`config.mk`:
```
export PLATFORM = sky130hd
export DESIGN_NAME = c1541_gcr_track_loader
export DESIGN_NICKNAME = d
export VERILOG_FILES = /design/src/rtl/c1541_gcr_track_loader.sv
export SDC_FILE = /design/constraint.sdc
export NUM_CORES = 1
export LEC_CHECK = 0
export BUFFER_PORTS_ARGS = -buffer_cell sky130_fd_sc_hd__buf_2
export CAP_MARGIN = 40
export CORE_MARGIN = 3
export CORE_UTILIZATION = 52
export DETAILED_ROUTE_END_ITERATION = 7
export GPL_ROUTABILITY_DRIVEN = 0
export GPL_TIMING_DRIVEN = 0
export HOLD_SLACK_MARGIN = 0.03
export PLACE_DENSITY = 0.87
export SKIP_CTS_REPAIR_TIMING = 1
export SLEW_MARGIN = 20
export SYNTH_ARGS = -nofsm -noshare
export SYNTH_HDL_FRONTEND = slang
export SYNTH_SLANG_ARGS = --single-unit
export TNS_END_PERCENT = 30
```
`constraint.sdc`:
```
create_clock -name clk -period 3.1 [get_ports clk]
set_input_delay 0.465 -clock clk [delete_from_list [all_inputs] [get_ports clk]]
set_output_delay 0.465 -clock clk [all_outputs]
set_load 0.01 [all_outputs]
```
`src/rtl/c1541_gcr_track_loader.sv`:
```
// Feeds the GCR track buffer from SD: follows the head's half-track, writes back a
// dirty track, then loads the new track's raw GCR image block by block.
module c1541_gcr_track_loader #(
    parameter int TRACK_BLOCKS = 16,
    parameter int MAX_HTRACK   = 84,
    parameter int SETTLE_TICKS = 12000
) (
    input  logic        clk,
    input  logic        reset,
    input  logic        ce,
    input  logic        img_mounted,
    input  logic        img_readonly,
    input  logic [6:0]  htrack,
    input  logic        mtr,
    input  logic        gcr_we,
    output logic        busy,
    output logic [31:0] sd_lba,
    output logic        sd_rd,
    output logic        sd_wr,
    input  logic        sd_ack,
    output logic [3:0]  sd_blk
);

    localparam int CNT_W = $clog2(SETTLE_TICKS + 1);
    localparam logic [CNT_W-1:0] CNT_LAST = CNT_W'(SETTLE_TICKS - 1);
    localparam logic [3:0]       LAST_BLK = 4'(TRACK_BLOCKS - 1);

    typedef enum logic [2:0] {
        S_IDLE, S_SETTLE, S_WB_REQ, S_WB_XFER, S_RD_REQ, S_RD_XFER
    } state_t;

    state_t           state_q, state_d;
    logic [6:0]       cur_ht_q, cur_ht_d;
    logic [6:0]       htrack_l_q, htrack_l_d;
    logic [CNT_W-1:0] cnt_q, cnt_d;
    logic [3:0]       blk_q, blk_d;
    logic             dirty_q, dirty_d;
    logic             loaded_q, loaded_d;
    logic             busy_q, busy_d;
    logic             sd_rd_q, sd_rd_d;
    logic             sd_wr_q, sd_wr_d;
    logic             flush_q, flush_d;
    logic             abort_q, abort_d;
    logic             ack_q, mtr_q;

    logic ack_fall, mtr_fall, ht_oor, take_rd_path;

    assign ack_fall = ack_q & ~sd_ack;
    assign mtr_fall = mtr_q & ~mtr;
    assign ht_oor   = ({25'd0, cur_ht_q} >= 32'(MAX_HTRACK));

    assign busy   = busy_q;
    assign sd_rd  = sd_rd_q;
    assign sd_wr  = sd_wr_q;
    assign sd_blk = blk_q;
    assign sd_lba = ({25'd0, htrack_l_q} * 32'(TRACK_BLOCKS)) + {28'd0, blk_q};

    always_ff @(posedge clk) begin
        if (reset) begin
            state_q    <= S_IDLE;
            cur_ht_q   <= '0;
            htrack_l_q <= '0;
            cnt_q      <= '0;
            blk_q      <= '0;
            dirty_q    <= 1'b0;
            loaded_q   <= 1'b0;
            busy_q     <= 1'b0;
            sd_rd_q    <= 1'b0;
            sd_wr_q    <= 1'b0;
            flush_q    <= 1'b0;
            abort_q    <= 1'b0;
            ack_q      <= 1'b0;
            mtr_q      <= 1'b0;
        end else begin
            state_q    <= state_d;
            cur_ht_q   <= cur_ht_d;
            htrack_l_q <= htrack_l_d;
            cnt_q      <= cnt_d;
            blk_q      <= blk_d;
            dirty_q    <= dirty_d;
            loaded_q   <= loaded_d;
            busy_q     <= busy_d;
            sd_rd_q    <= sd_rd_d;
            sd_wr_q    <= sd_wr_d;
            flush_q    <= flush_d;
            abort_q    <= abort_d;
            ack_q      <= sd_ack;
            mtr_q      <= mtr;
        end
    end

    always_comb begin
        state_d      = state_q;
        cur_ht_d     = cur_ht_q;
        htrack_l_d   = htrack_l_q;
        cnt_d        = cnt_q;
        blk_d        = blk_q;
        dirty_d      = dirty_q;
        loaded_d     = loaded_q;
        busy_d       = busy_q;
        sd_rd_d      = sd_rd_q;
        sd_wr_d      = sd_wr_q;
        flush_d      = flush_q;
        abort_d      = abort_q;
        take_rd_path = 1'b0;

        case (state_q)
            S_IDLE: begin
                if (gcr_we && loaded_q)
                    dirty_d = 1'b1;
                if (htrack != cur_ht_q || img_mounted) begin
                    if (img_mounted)
                        dirty_d = 1'b0;
                    cur_ht_d = htrack;
                    cnt_d    = '0;
                    busy_d   = 1'b1;
                    state_d  = S_SETTLE;
                end else if (mtr_fall && dirty_q && loaded_q && !img_readonly) begin
                    // Spindle stopped: flush the current track, no reload follows
                    blk_d   = '0;
                    sd_wr_d = 1'b1;
                    flush_d = 1'b1;
                    busy_d  = 1'b1;
                    state_d = S_WB_REQ;
                end
            end
            S_SETTLE: begin
                if (htrack != cur_ht_q) begin
                    cur_ht_d = htrack;
                    cnt_d    = '0;
                end else if (ce) begin
                    if (cnt_q == CNT_LAST) begin
                        if (dirty_q && loaded_q && !img_readonly) begin
                            blk_d   = '0;
                            sd_wr_d = 1'b1;
                            flush_d = 1'b0;
                            state_d = S_WB_REQ;
                        end else begin
                            take_rd_path = 1'b1;
                        end
                    end else begin
                        cnt_d = cnt_q + 1'b1;
                    end
                end
            end
            S_WB_REQ: begin
                if (sd_ack) begin
                    sd_wr_d = 1'b0;
                    state_d = S_WB_XFER;
                end
            end
            S_WB_XFER: begin
                if (ack_fall) begin
                    if (blk_q == LAST_BLK) begin
                        dirty_d = 1'b0;
                        if (flush_q) begin
                            flush_d = 1'b0;
                            busy_d  = 1'b0;
                            state_d = S_IDLE;
                        end else begin
                            take_rd_path = 1'b1;
                        end
                    end else begin
                        blk_d   = blk_q + 4'd1;
                        sd_wr_d = 1'b1;
                        state_d = S_WB_REQ;
                    end
                end
            end
            S_RD_REQ: begin
                if (sd_ack) begin
                    sd_rd_d = 1'b0;
                    state_d = S_RD_XFER;
                end
            end
            S_RD_XFER: begin
                if (ack_fall) begin
                    if (blk_q == LAST_BLK) begin
                        loaded_d = 1'b1;
                        busy_d   = 1'b0;
                        state_d  = S_IDLE;
                    end else begin
                        blk_d   = blk_q + 4'd1;
                        sd_rd_d = 1'b1;
                        state_d = S_RD_REQ;
                    end
                end
            end
            default: state_d = S_IDLE;
        endcase

        // Shared by a clean settle exit and a finished write-back
        if (take_rd_path) begin
            dirty_d = 1'b0;
            if (ht_oor) begin
                loaded_d = 1'b0;
                busy_d   = 1'b0;
                state_d  = S_IDLE;
            end else begin
                htrack_l_d = cur_ht_q;
                blk_d      = '0;
                loaded_d   = 1'b0;
                sd_rd_d    = 1'b1;
                state_d    = S_RD_REQ;
            end
        end

        // A new image mid-operation discards everything; an in-flight block must finish first
        if (state_q != S_IDLE && (img_mounted || abort_q)) begin
            dirty_d    = 1'b0;
            loaded_d   = 1'b0;
            sd_rd_d    = 1'b0;
            sd_wr_d    = 1'b0;
            busy_d     = 1'b1;
            flush_d    = 1'b0;
            blk_d      = blk_q;
            htrack_l_d = htrack_l_q;
            if (sd_ack) begin
                abort_d  = 1'b1;
                state_d  = state_q;
                cnt_d    = cnt_q;
                cur_ht_d = cur_ht_q;
            end else begin
                abort_d  = 1'b0;
                state_d  = S_SETTLE;
                cur_ht_d = htrack;
                cnt_d    = '0;
            end
        end
    end

endmodule
```
### After elaboration in Yosys (flattened, before gate mapping)

Index checks and enable logic that the tools add are counted.
Widths: inputs -> output; s select.

* register bits after elaboration: 44
* logic and storage cells: 172
* output and inout bits: 39
* input bits: 15

* reductions and logical operators: 27
* muxes and demuxes: 88
* bitwise gates (word level): 6
* magnitude comparators: 1
* add/sub/neg operators: 3
* eq/ne operators: 33

Operators with widths (number)
* $mux 14: 6
* $mux 3: 17
* $mux 1: 41
* $mux 4: 10
* $ne 4x4->1 const B: 10
* $mux 7: 4
* $pmux 14 s2: 1
* $ne 2x2->1 const B: 11
* $pmux 3 s6: 1
* $add 14x1->14 const B: 1
* $eq 14x14->1 const B: 1
* $pmux 7 s2: 1
* $add 11x4->12: 1
* $pmux 4 s3: 1
* $reduce_and 11->1: 1
* $ne 5x5->1 const B: 2
* $reduce_and 10->1: 1
* $reduce_and 3->1: 3
* $reduce_and 9->1: 1
* $reduce_bool 3->1: 3
* $ge 7x7->1 const B: 1
* $logic_and 1x1->1: 7
* $ne 7x7->1: 1
* $eq 3x2->1 const B: 2
* other kinds (19): 30

### Logic depth before layout (Yosys ltp)

Gate-level depths: netlist (run 1).

* depth after elaboration: 11
* mapped depth: 9
* gate-level depth less buffers: 8

### Worst setup path before layout (run 1)

OpenSTA, ideal clock, no wires.

* path type: reg-to-reg
* start: register cnt_q[5]
* end: register state_q[2]
* cell stages (with the launch flop): 8
* buffers on the path: 0
* library setup time: 0.123 ns
* clock period less this slack: 2.199 ns
* arrival time: 2.076 ns
* data required time: 2.977 ns
* slack: 0.901 ns
* cells stage by stage: dfxtp_1 > or4b_1 > nor4_2 > nand4_1 > and2_1 > o21ai_0 > and3_1 > mux2_1

* cells in the longest elaborated chain, start to end: 7
* elaborated cells on any way between the ends: 18
* classes of those cells: eq/ne (11); mux (6); reduce/logical (1)

Ends and longest elaborated chain
* from (decl): line 35 `logic [CNT_W-1:0] cnt_q, cnt_d;`
* from (signal assigned): line 78 `cnt_q <= cnt_d;`
* $eq 14x14->1 (*): line 132 `if (cnt_q == CNT_LAST) begin`
* $mux 1: line 132
* $mux 1: line 131 `end else if (ce) begin`
* $mux 1: line 128 `if (htrack != cur_ht_q) begin`
* $pmux 1 s2: line 107 `case (state_q)`
* $ne 5x5->1 (no line) (tied with other cells)
* $reduce_and 11->1 (no line) / $mux 3 (equally long branches)
* to (signal assigned): line 75 `state_q <= state_d;`
* to (decl): line 32 `state_t state_q, state_d;`

Every way passes the cells marked *; elsewhere a longest branch is shown, timed or not.
A chain may end at the register's enable or synchronous reset.

### Final worst setup path (run 1)

* start: register state_q[2]
* end: register state_q[2]

* cells in the longest elaborated chain, start to end: 4
* elaborated cells on any way between the ends: 24
* classes of those cells: eq/ne (16); mux (4); reduce/logical (4)

Ends and longest elaborated chain (line)
* $eq 3x2->1 (tied with other cells): 107
* $pmux 1 s2 (tied with other cells): 107
* $ne 5x5->1 (no line) (tied with other cells)
* $reduce_and 11->1 (no line) / $mux 3 (equally long branches)

Parallel ways exist; a longest one is shown, timed or not.

==> impl_metrics.sql, run 1 <==
INSERT INTO impl_metrics (metric_group, metric, value, unit) VALUES
('clock_network', 'h-tree-depth', '2', ''),
('synthesis', 'part_of_the_yosys_area_used_for_sequential_elements', '31.9', '%'),
('job', 'drv.max_cap_violation_count', '0', ''),
('synthesis', 'yosys.cell_count.top_type', 'nor2_1', ''),
('synthesis', 'synth_top_flop_cell', 'dfxtp_1', ''),
('critical_path', 'worstPathArrival', '2690', 'ps'),
('layout', 'insertedDiodeCount', '0', ''),
('layout', 'final_core_util', '65.2', '%'),
('floorplan', 'start_util', '56.2', '%'),
('global_route', 'overall_fraction_of_global_route_tracks_in_use', '21.7', '%'),
('clock_network', 'clock_root_buffer', 'clkbuf_8', ''),
('routing', 'route.detailed.drc', '0', ''),
('clock_network', 'maximum_clock_insertion_buffer_count', '2', ''),
('critical_path', 'timing.critical_path.slowest_cell_delay', '510', 'ps'),
('synthesis', 'synth_common_cells', 'nor2_1, dfxtp_1, buf_4, nand2_1, o21ai_0', ''),
('synthesis', 'ys_warnings', '0', ''),
('sta', 'skew', '5.78', 'ps'),
('floorplan', 'floorplan.die_area', '0.00621', 'mm^2'),
('critical_path', 'worstPathMaxFanout', '9', ''),
('floorplan', 'die_w', '78.8', 'um'),
('routing', 'route.vias.total', '2707', ''),
('sta', 'setup_slack', '604', 'ps'),
('routing', 'ant_nets', '0', ''),
('synthesis', 'synth.avg_cell_area', '7.99', 'um^2'),
('clock_network', 'cts.clk_slew.worst_paths', '80', 'ps'),
('synthesis', 'synth_cell_type_count', '61', ''),
('sta', 'layout_min_cycle_time', '2500', 'ps'),
('routing', 'dr.first_iter.drc_count', '307', ''),
('critical_path', 'crit_path_end_kind', 'flop', ''),
('run_status', 'outcome', 'finished clean', ''),
('power', 'max-vdd-ir-drop', '0.379', 'mV'),
('synthesis', 'post_synth_inst_count', '345', ''),
('routing', 'routed_wire_length_per_instance', '13.9', 'um'),
('global_route', 'grt_pass1_vias', '2445', ''),
('routing', 'route.detailed.vias_per_inst', '5.74', ''),
('critical_path', 'worst-setup-path-type', 'reg2reg', ''),
('clock_network', 'latest_clock_arrival_within_the_worst_skew_pair', '300', 'ps'),
('layout', 'layout-area-overhead-vs-synth', '16.2', '%'),
('floorplan', 'area_of_the_core', '0.00491', 'mm^2'),
('synthesis', 'yosys.area.top_type', 'dfxtp_1', ''),
('critical_path', 'critPathBufInv', '1', ''),
('sta', 'setup_total_negative_slack', '0', 'ps'),
('layout', 'design.final.nets', '421', ''),
('sta', 'setup_viol', '0', ''),
('critical_path', 'critical_path_required', '3290', 'ps'),
('global_route', 'grt_remaining_overflow', '0', ''),
('synthesis', 'number_of_synthesized_flops_with_an_enable_pin', '0', ''),
('sta', 'rsz_0062_raised_after_global_routing', 'no', ''),
('floorplan', 'ios', '54', ''),
('hold_path', 'type_of_the_worst_min_delay_path', 'in2reg', ''),
('routing', 'detail_route.wirelength', '6.57', 'mm'),
('sta', 'achievable-frequency', '0.401', 'GHz'),
('power', 'leakagePower', '0.00137', 'uW'),
('critical_path', 'timing.critical_path.max_delay_family', 'simple AND/OR/NAND/NOR gates', ''),
('sta', 'worstMarginPinSlew', '757', 'ps'),
('synthesis', 'synth_seq_cells', '44', ''),
('critical_path', 'r2r_setup_slack', '600', 'ps'),
('global_route', 'grt_max_degree', '14', ''),
('critical_path', 'cp_cell_instances', 'clkbuf_1 > nor2b_1 > o21a_1 > a22oi_1 > nor3_1 > o21ai_0 > and3_1 > mux2_1', ''),
('clock_network', 'numCtsBuffers', '5', ''),
('critical_path', 'critical_path.slowest_cell', 'nor2b_1', ''),
('synthesis', 'synth-async-reset-ratio', '0', '%'),
('routing', 'firstDrtPassIters', '6', ''),
('clock_network', 'clock_sinks', '44', ''),
('floorplan', 'floorplan.rows', '25', ''),
('synthesis', 'netlist_area', '0.00276', 'mm^2'),
('global_route', 'grt_pass1_wl', '11.1', 'mm'),
('synthesis', 'synth.top_cell.area_share', '31.9', '%'),
('sta', 'worst_slew_margin_rel', '49.0', '%'),
('critical_path', 'cp-start-kind', 'flop', ''),
('place', 'preCtsSetupSlack', '424', 'ps');
-- sequential cells by signal (all words and copies together) (netlist names) --
signal      count
sd_wr           1
dirty_q         1
mtr_q           1
htrack_l_q      7
sd_rd           1
state_q         3
ack_q           1
loaded_q        1
sd_blk          4
abort_q         1
cur_ht_q        7
busy            1
cnt_q          14
flush_q         1
-- worst paths after layout --
kind                               startpoint       endpoint  cells after the start
worst max-delay path               state_q[2]     state_q[2]                      8
worst min-delay path                      mtr          mtr_q                      2
worst max register to register     state_q[2]     state_q[2]                      8
worst min register to register  htrack_l_q[4]  htrack_l_q[4]                      2
-- cells in the final DEF, fill, tap and decap left out, types with 4 or more instances in the layout --
cell type	synthesis	layout
xor2_1	12	12
clkbuf_1	11	11
nand2_1	24	24
dfxtp_1	44	44
buf_4	25	25
nor3_1	9	9
o21a_1	4	4
a21oi_1	18	18
nand2b_1	7	7
nand3_1	10	10
nor2b_1	9	9
and3_1	6	6
conb_1	1	21
mux2i_1	16	16
nor2_1	46	46
inv_1	8	8
clkbuf_8	0	7
buf_2	1	33
o21ai_0	20	20
nand4_1	9	9
-- through the flow --
stage,hold WS [ps],total power (uW),area [um^2]
2_1_floorplan,478,1220,2830
3_3_place_gp,479,1360,3080
3_5_place_dp,482,1380,3080
4_1_cts,410,1860,3200
5_1_grt,412,1980,3200
6_report,412,1870,3200
-- worst reg2reg max path: stages (launching register included) --
cell and delay [ps]:
dfxtp_1 310, clkbuf_1 330, nor2b_1 520, o21a_1 270, a22oi_1 100, nor3_1 130
o21ai_0 140, and3_1 270, mux2_1 320
-- logic make-up (layout without fill, tap and decap cells) --
family / Yosys count / after routing / share of synthesized area, %
AO/OA/AOI/OAI: 76 / 76 / 18.7
buffers and inverters: 47 / 87 / 10.1
multiplexers: 17 / 17 / 6.22
other: 1 / 21 / 0.136
XOR/XNOR: 15 / 15 / 4.76
flip-flops: 44 / 44 / 31.9
adder cells (fa/ha/maj): 2 / 2 / 0.907
AND/OR/NAND/NOR: 143 / 143 / 27.2
-- layer usage --
layer / track usage [%] / wire length, um / vias up
li1: - / - / 1305
met1: 29.2 / 2780 / 1203
met2: 34.3 / 2870 / 176
met3: 5.22 / 772 / 23
met4: 7.04 / 150 / 0
met5: 0 / 0 / -
-- power by group --
group	switching [uW]	internal (uW)	total [uW]
Combinational	465	271	736
Clock	196	284	481
Sequential	36.6	617	653
Total	698	1170	1870
-- area by class of cell --
cell class                      instances  area (um^2)
Sequential cell                        44          881
Buffer                                 39          249
Timing Repair Buffer                   32          160
Clock buffer                            7         96.3
Fill cell                             428         1710
Tap cell                               67         83.8
Multi-Input combinational cell        274         1670
Clock inverter                          1         30.0
Inverter                                8         30.0
Power figures use the tool's default switching activity.
==> inputs of run 2 (changes only) <==
Settings changed: ABC_AREA set to 1, PLACE_DENSITY 0.87 to 0.86.
Clock period 3.1 ns to 2.3 ns, I/O delays scaled along.
==> run 2 against run 1 <==
Sequential power is 53% higher; synthesized area grew 9.3%; clock-buffer cell count decreased by 1; power grew 78%; via count increased by 10%; setup slack worse by 380 ps; routed wire length increased by 4.8%; cell area up 8.2%; sequential cell count did not move; first-iteration DRC count decreased by 30%; largest power group unchanged; highest routed layer unchanged.
==> impl_metrics.sql, run 2 <==
INSERT INTO impl_metrics (metric_group, metric, value, unit) VALUES
('sta', 'skew', '7.07', 'ps'),
('place', 'preCtsSetupSlack', '228', 'ps'),
('synthesis', 'number_of_synthesized_flops_with_an_enable_pin', '0', ''),
('hold_path', 'type_of_the_worst_min_delay_path', 'in2reg', ''),
('power', 'leakagePower', '0.00155', 'uW'),
('critical_path', 'endpoint', 'htrack_l_q[3]', ''),
('critical_path', 'critical_path.reg2reg.startpoint', 'cnt_q[1]', ''),
('sta', 'timing.final.hold_violations', '0', ''),
('critical_path', 'r2r_setup_slack', '220', 'ps'),
('critical_path', 'worstSetupStartpoint', 'cnt_q[1]', ''),
('floorplan', 'floorplan.die_area', '0.00675', 'mm^2'),
('routing', 'firstDrtPassIters', '4', ''),
('synthesis', 'netlist_area', '0.00302', 'mm^2'),
('layout', 'final_common_cell', 'nand2_1', ''),
('synthesis', 'synth_seq_cells', '44', ''),
('layout', 'top_regs', 'cnt_q x14, cur_ht_q x7, htrack_l_q x7', ''),
('clock_network', 'numCtsBuffers', '5', ''),
('synthesis', 'synth_common_cells', 'nand2_1, nor2_1, dfxtp_1, a21oi_1, inv_1', ''),
('layout', 'final_layout_size_suffix_gt1_share', '24.2', '%'),
('global_route', 'initial_antenna_violation_count', '0', ''),
('sta', 'rsz_0062_raised_after_global_routing', 'no', ''),
('critical_path', 'crit_path_end_kind', 'flop', ''),
('routing', 'highest_layer', 'met4', ''),
('routing', 'ant_nets', '0', ''),
('routing', 'routed_wire_length_per_instance', '11.8', 'um'),
('floorplan', 'start_util', '54.1', '%'),
('layout', 'design.final.nets', '528', ''),
('job', 'drv.max_cap_violation_count', '0', ''),
('layout', 'largest_reg_flops', '14', ''),
('floorplan', 'area_of_the_core', '0.00557', 'mm^2'),
('critical_path', 'cp-start-kind', 'flop', ''),
('run_status', 'outcome', 'finished clean', ''),
('clock_network', 'maximum_clock_insertion_buffer_count', '2', ''),
('critical_path', 'timing.reg2reg.worst_path_depth', '14', ''),
('hold_path', 'hold_path_startpoint', 'mtr', ''),
('sta', 'timing.hold.ws', '256', 'ps'),
('critical_path', 'worstPathMaxFanout', '10', ''),
('layout', 'fillCellCount', '523', ''),
('synthesis', 'part_of_the_yosys_area_used_for_sequential_elements', '29.2', '%'),
('global_route', 'grt_pass1_vias', '2604', ''),
('routing', 'route.vias.total', '2986', ''),
('synthesis', 'synth-async-reset-ratio', '0', '%'),
('global_route', 'grt_pass1_wl', '11.5', 'mm'),
('synthesis', 'netlist_top_cells_area', 'dfxtp_1, nand2_1, buf_4, nor2_1, a21oi_1', ''),
('layout', 'layout_common_cells', 'nand2_1, nor2_1, dfxtp_1', ''),
('synthesis', 'synth.avg_cell_area', '6.67', 'um^2'),
('sta', 'worstMarginPinSlew', '658', 'ps'),
('synthesis', 'synth_top_flop_cell', 'dfxtp_1', ''),
('clock_network', 'clock_sinks', '44', ''),
('routing', 'route.detailed.vias_per_inst', '5.11', ''),
('clock_network', 'cts.clk_slew.worst_paths', '90', 'ps'),
('floorplan', 'ios', '54', ''),
('sta', 'setup_viol', '0', ''),
('sta', 'layout_min_cycle_time', '2080', 'ps'),
('global_route', 'overall_fraction_of_global_route_tracks_in_use', '21.5', '%'),
('sta', 'worst_slew_margin_rel', '56.1', '%'),
('routing', 'detail_route.wirelength', '6.89', 'mm'),
('critical_path', 'worstPathArrival', '2320', 'ps'),
('sta', 'setup_slack', '220', 'ps'),
('floorplan', 'die_w', '82.2', 'um'),
('floorplan', 'floorplan.rows', '27', ''),
('sta', 'drv_slew', '0', ''),
('synthesis', 'yosys.area.top_type', 'dfxtp_1', ''),
('routing', 'met2_length', '3.31', 'mm'),
('sta', 'setup_total_negative_slack', '0', 'ps'),
('synthesis', 'yosys.cell_count.top_type', 'nand2_1', ''),
('routing', 'route.layer.met1.wl', '2.95', 'mm'),
('routing', 'dr.first_iter.drc_count', '214', ''),
('synthesis', 'post_synth_inst_count', '452', ''),
('routing', 'dr_wl_met3', '523', 'um'),
('critical_path', 'worst-setup-path-type', 'reg2reg', ''),
('clock_network', 'h-tree-depth', '2', ''),
('critical_path', 'critical_path_required', '2540', 'ps'),
('critical_path', 'critical_path.reg2reg.endpoint', 'htrack_l_q[3]', ''),
('layout', 'layout-area-overhead-vs-synth', '14.9', '%'),
('synthesis', 'ys_warnings', '0', ''),
('synthesis', 'synth.top_cell.area_share', '29.2', '%'),
('routing', 'route.detailed.drc', '0', ''),
('clock_network', 'latest_clock_arrival_within_the_worst_skew_pair', '300', 'ps'),
('clock_network', 'clock_root_buffer', 'clkbuf_8', ''),
('power', 'power_density', '962', 'mW/mm^2'),
('power', 'max-vdd-ir-drop', '0.567', 'mV'),
('sta', 'final_min_period_over_clock_period', '90.4', '%'),
('layout', 'registers.top_by_ff_count', 'cnt_q', ''),
('place', 'placement.io_buffers', '32', ''),
('place', 'detailedPlacementHpwl', '5.19', 'mm'),
('layout', 'insertedDiodeCount', '0', ''),
('synthesis', 'synth_cell_type_count', '39', ''),
('sta', 'achievable-frequency', '0.481', 'GHz'),
('global_route', 'grt_max_degree', '15', ''),
('global_route', 'grt_remaining_overflow', '0', ''),
('floorplan', 'die_h', '82.2', 'um'),
('clock_network', 'tritoncts', 'yes', '');
## run 2: changes by cell type in the layout (fill, tap and decap cells not counted), sizes merged, moves of 9 or more
cell,change
nand2,+90
inv,+41
nand3,+24
a21oi,+21
mux2i,-16
nor2,+15
clkbuf,-9
nor2b,-9
o21ai,+9
## run 2: logic make-up (layout without fill, tap and decap cells)
group,after synthesis,in the layout,synth area share (%)
flip-flops,44,44,29.2
AND/OR/NAND/NOR,228,228,35.1
adder cells (fa/ha/maj),2,2,0.830
XOR/XNOR,10,10,3.15
AO/OA/AOI/OAI,81,81,16.5
other,1,21,0.124
buffers and inverters,86,126,15.1
## run 2: critical path: stages, from the launching register on
cell	delay, ps
dfxtp_1	400
ha_2	240
nand2_2	80
nor2_4	140
inv_2	60
nor2_1	100
nand2_1	110
nor2_1	110
nand2_1	90
o21ai_4	110
nand2_4	120
nor2_4	120
buf_6	160
o21ai_1	60
nor2_1	120
## run 2: worst min-delay path by stage
stage	endpoint	slack, ps	cells after the start
floorplan	loaded_q	440	2
global placement	loaded_q	460	2
detailed placement	sd_wr	470	2
CTS	mtr_q	260	3
global route	mtr_q	270	3
finish	mtr_q	260	3
## run 2: routing by layer
layer  up-vias  track usage (%)
li1       1539                -
met1      1317             28.0
met2       119             36.3
met3        11             3.80
met4         0             6.15
met5         -                0
## run 2: stage by stage
| stage | instance area (um^2) | cells | power [uW] | utilization (%) |
|---|---|---|---|---|
| finish | 3470 | 584 | 3330 | 62.2 |
| global placement | 3340 | 576 | 2660 | 59.9 |
| floorplan | 3090 | 472 | 2350 | - |
| CTS | 3460 | 584 | 3330 | 62.1 |
| detailed placement | 3340 | 576 | 2700 | 59.9 |
| global route | 3470 | 584 | 3600 | 62.2 |
## run 2: power by group
part	switching [uW]	internal (uW)	total [uW]
sequential	116	885	1000
combinational	1120	580	1700
clock	280	355	635
total	1510	1820	3330
## run 2: final cells by class
cell class              count  area [um^2]  area share, %
flip-flops and latches     44          882           25.5
multi-input cells         342         1760           50.7
plain buffers              35          263           7.58
clock buffers               6         82.6           2.38
repair buffers             32          160           4.62
well taps                  72         90.1           2.60
inverters                  51          191           5.52
clock inverters             2         38.8           1.12
==> inputs of run 3 (changes only) <==
Clock period 2.3 ns to 2.28 ns, I/O delays scaled along.
==> run 3 against run 2 <==
First-iteration DRC count down 0.93%; sequential cell count is the same; via count hardly changed; highest routed layer unchanged; largest cell class unchanged.
==> impl_metrics.sql, run 3 (synthesis gave the netlist of run 2 again) <==
INSERT INTO impl_metrics (metric_group, metric, value, unit) VALUES
('run_status', 'outcome', 'finished clean', ''),
('layout', 'top_regs', 'cnt_q x14, cur_ht_q x7, htrack_l_q x7', ''),
('layout', 'design.final.nets', '528', ''),
('sta', 'setup_viol', '0', ''),
('critical_path', 'worstPathMaxFanout', '10', ''),
('clock_network', 'tritoncts', 'yes', ''),
('layout', 'multiInputGateArea', '0.00176', 'mm^2'),
('floorplan', 'die_w', '82.2', 'um'),
('clock_network', 'clock_root_buffer', 'clkbuf_8', ''),
('global_route', 'grt_max_degree', '15', ''),
('critical_path', 'cp_cell_instances', 'ha_1 > nand3_2 > nor2_2 > nand2_1 > o21ai_4 > nand2_4 > nor2_4 > buf_6 > o21ai_1 > nor2_1', ''),
('routing', 'route.detailed.drc', '0', ''),
('routing', 'ant_nets', '0', ''),
('layout', 'final_layout_size_suffix_gt1_share', '24.4', '%'),
('critical_path', 'critical_path.slowest_cell', 'dfxtp_1', ''),
('routing', 'route.detailed.vias_per_inst', '5.12', ''),
('layout', 'sequential_cell_area', '883', 'um^2'),
('layout', 'final_common_cell', 'nand2_1', ''),
('critical_path', 'critical_path_required', '2520', 'ps'),
('power', 'power_density', '970', 'mW/mm^2'),
('layout', 'insertedDiodeCount', '0', ''),
('critical_path', 'crit_path_end_kind', 'flop', ''),
('floorplan', 'ios', '54', ''),
('place', 'preCtsSetupSlack', '208', 'ps'),
('floorplan', 'die_h', '82.2', 'um'),
('sta', 'worst_slew_margin_rel', '56.1', '%'),
('place', 'detailedPlacementHpwl', '5.19', 'mm'),
('routing', 'route.vias.total', '2988', ''),
('sta', 'achievable-frequency', '0.485', 'GHz'),
('sta', 'skew', '7.07', 'ps'),
('critical_path', 'timing.critical_path.slowest_cell_delay', '470', 'ps'),
('floorplan', 'floorplan.die_area', '0.00675', 'mm^2'),
('global_route', 'global_route.peak_usage_layer', 'met2', ''),
('global_route', 'grtUsageMet2', '36.3', '%'),
('routing', 'detail_route.wirelength', '6.91', 'mm'),
('layout', 'layout_common_cells', 'nand2_1, nor2_1, dfxtp_1', ''),
('clock_network', 'numCtsBuffers', '5', ''),
('routing', 'routed_wire_length_per_instance', '11.8', 'um'),
('floorplan', 'area_of_the_core', '0.00557', 'mm^2'),
('sta', 'timing.final.hold_violations', '0', ''),
('global_route', 'grtUsageMet1', '28.0', '%'),
('layout', 'largest_reg_flops', '14', ''),
('routing', 'firstDrtPassIters', '4', ''),
('power', 'leakagePower', '0.00155', 'uW'),
('power', 'max-vdd-ir-drop', '0.572', 'mV'),
('global_route', 'overall_fraction_of_global_route_tracks_in_use', '21.5', '%'),
('sta', 'rsz_0062_raised_after_global_routing', 'no', ''),
('floorplan', 'floorplan.rows', '27', ''),
('sta', 'worstMarginPinSlew', '658', 'ps'),
('clock_network', 'latest_clock_arrival_within_the_worst_skew_pair', '300', 'ps'),
('global_route', 'grt_pass1_wl', '11.5', 'mm'),
('sta', 'drv_slew', '0', ''),
('layout', 'registers.top_by_ff_count', 'cnt_q', ''),
('global_route', 'grt_remaining_overflow', '0', ''),
('global_route', 'grt_pass1_vias', '2604', ''),
('sta', 'final_min_period_over_clock_period', '90.5', '%'),
('critical_path', 'worst-setup-path-type', 'reg2reg', ''),
('layout', 'fillCellCount', '522', ''),
('hold_path', 'type_of_the_worst_min_delay_path', 'in2reg', ''),
('clock_network', 'clock_sinks', '44', ''),
('global_route', 'initial_antenna_violation_count', '0', ''),
('clock_network', 'cts.clk_slew.worst_paths', '90', 'ps'),
('clock_network', 'h-tree-depth', '2', ''),
('sta', 'setup_slack', '216', 'ps'),
('sta', 'layout_min_cycle_time', '2060', 'ps'),
('clock_network', 'maximum_clock_insertion_buffer_count', '2', ''),
('layout', 'layout-area-overhead-vs-synth', '15.0', '%'),
('sta', 'setup_total_negative_slack', '0', 'ps'),
('place', 'placement.io_buffers', '32', ''),
('routing', 'dr.first_iter.drc_count', '212', ''),
('critical_path', 'cp-start-kind', 'flop', ''),
('critical_path', 'worstPathArrival', '2300', 'ps'),
('floorplan', 'start_util', '54.1', '%'),
('job', 'drv.max_cap_violation_count', '0', ''),
('global_route', 'grt.met3_usage', '3.80', '%');
run 3: cell counts in the layout (fill, tap and decap cells not counted):
No cell type changed its count.
run 3: routing by layer:
metal,part of all wire [%],vias to the layer above,routed length [um]
met5,0,-,0
met4,1.5,0,103
met3,7.4,11,513
met2,48,116,3330
met1,43,1322,2960
li1,-,1539,-
run 3: critical path, delay by kind of cell, from the launching register on:
family	cells	cell delay, ps
adders and majority gates	1	250
DFF	1	470
AOI/OAI and AO/OA	2	290
buffers and inverters	1	160
and+or+nand+nor	6	820
run 3: metrics by stage:
step / cells / cell area (um^2) / hold WS, ps / total power (uW) / util [%]
2_1_floorplan: 472 / 3090 / 444 / 2370 / -
3_3_place_gp: 576 / 3340 / 457 / 2680 / 59.9
3_5_place_dp: 576 / 3340 / 468 / 2720 / 59.9
4_1_cts: 584 / 3460 / 260 / 3360 / 62.1
5_1_grt: 584 / 3470 / 269 / 3630 / 62.2
6_report: 584 / 3470 / 252 / 3360 / 62.2
run 3: cell type report:
cell class | instances | share of cell area [%]
Clock inverter | 2 | 1.12
Clock buffer | 6 | 2.38
Tap cell | 72 | 2.60
Inverter | 51 | 5.52
Sequential cell | 44 | 25.5
Timing Repair Buffer | 32 | 4.62
Buffer | 35 | 7.58
Multi-Input combinational cell | 342 | 50.7
run 3: report_power, final:
group / switching, uW / total, uW / internal (uW)
logic: 1130 / 1710 / 585
clock network: 284 / 642 / 359
registers: 117 / 1010 / 893
total: 1530 / 3360 / 1840
run 3: path summary, 6_finish.rpt:
| check | endpoint | start | cells after the start | slack (ps) |
|---|---|---|---|---|
| hold reg to reg | loaded_q | loaded_q | 2 | 480 |
| setup reg to reg | htrack_l_q[3] | sd_blk[1] | 10 | 220 |
| setup / recovery | htrack_l_q[3] | sd_blk[1] | 10 | 220 |
| hold / removal | mtr_q | mtr | 3 | 250 |
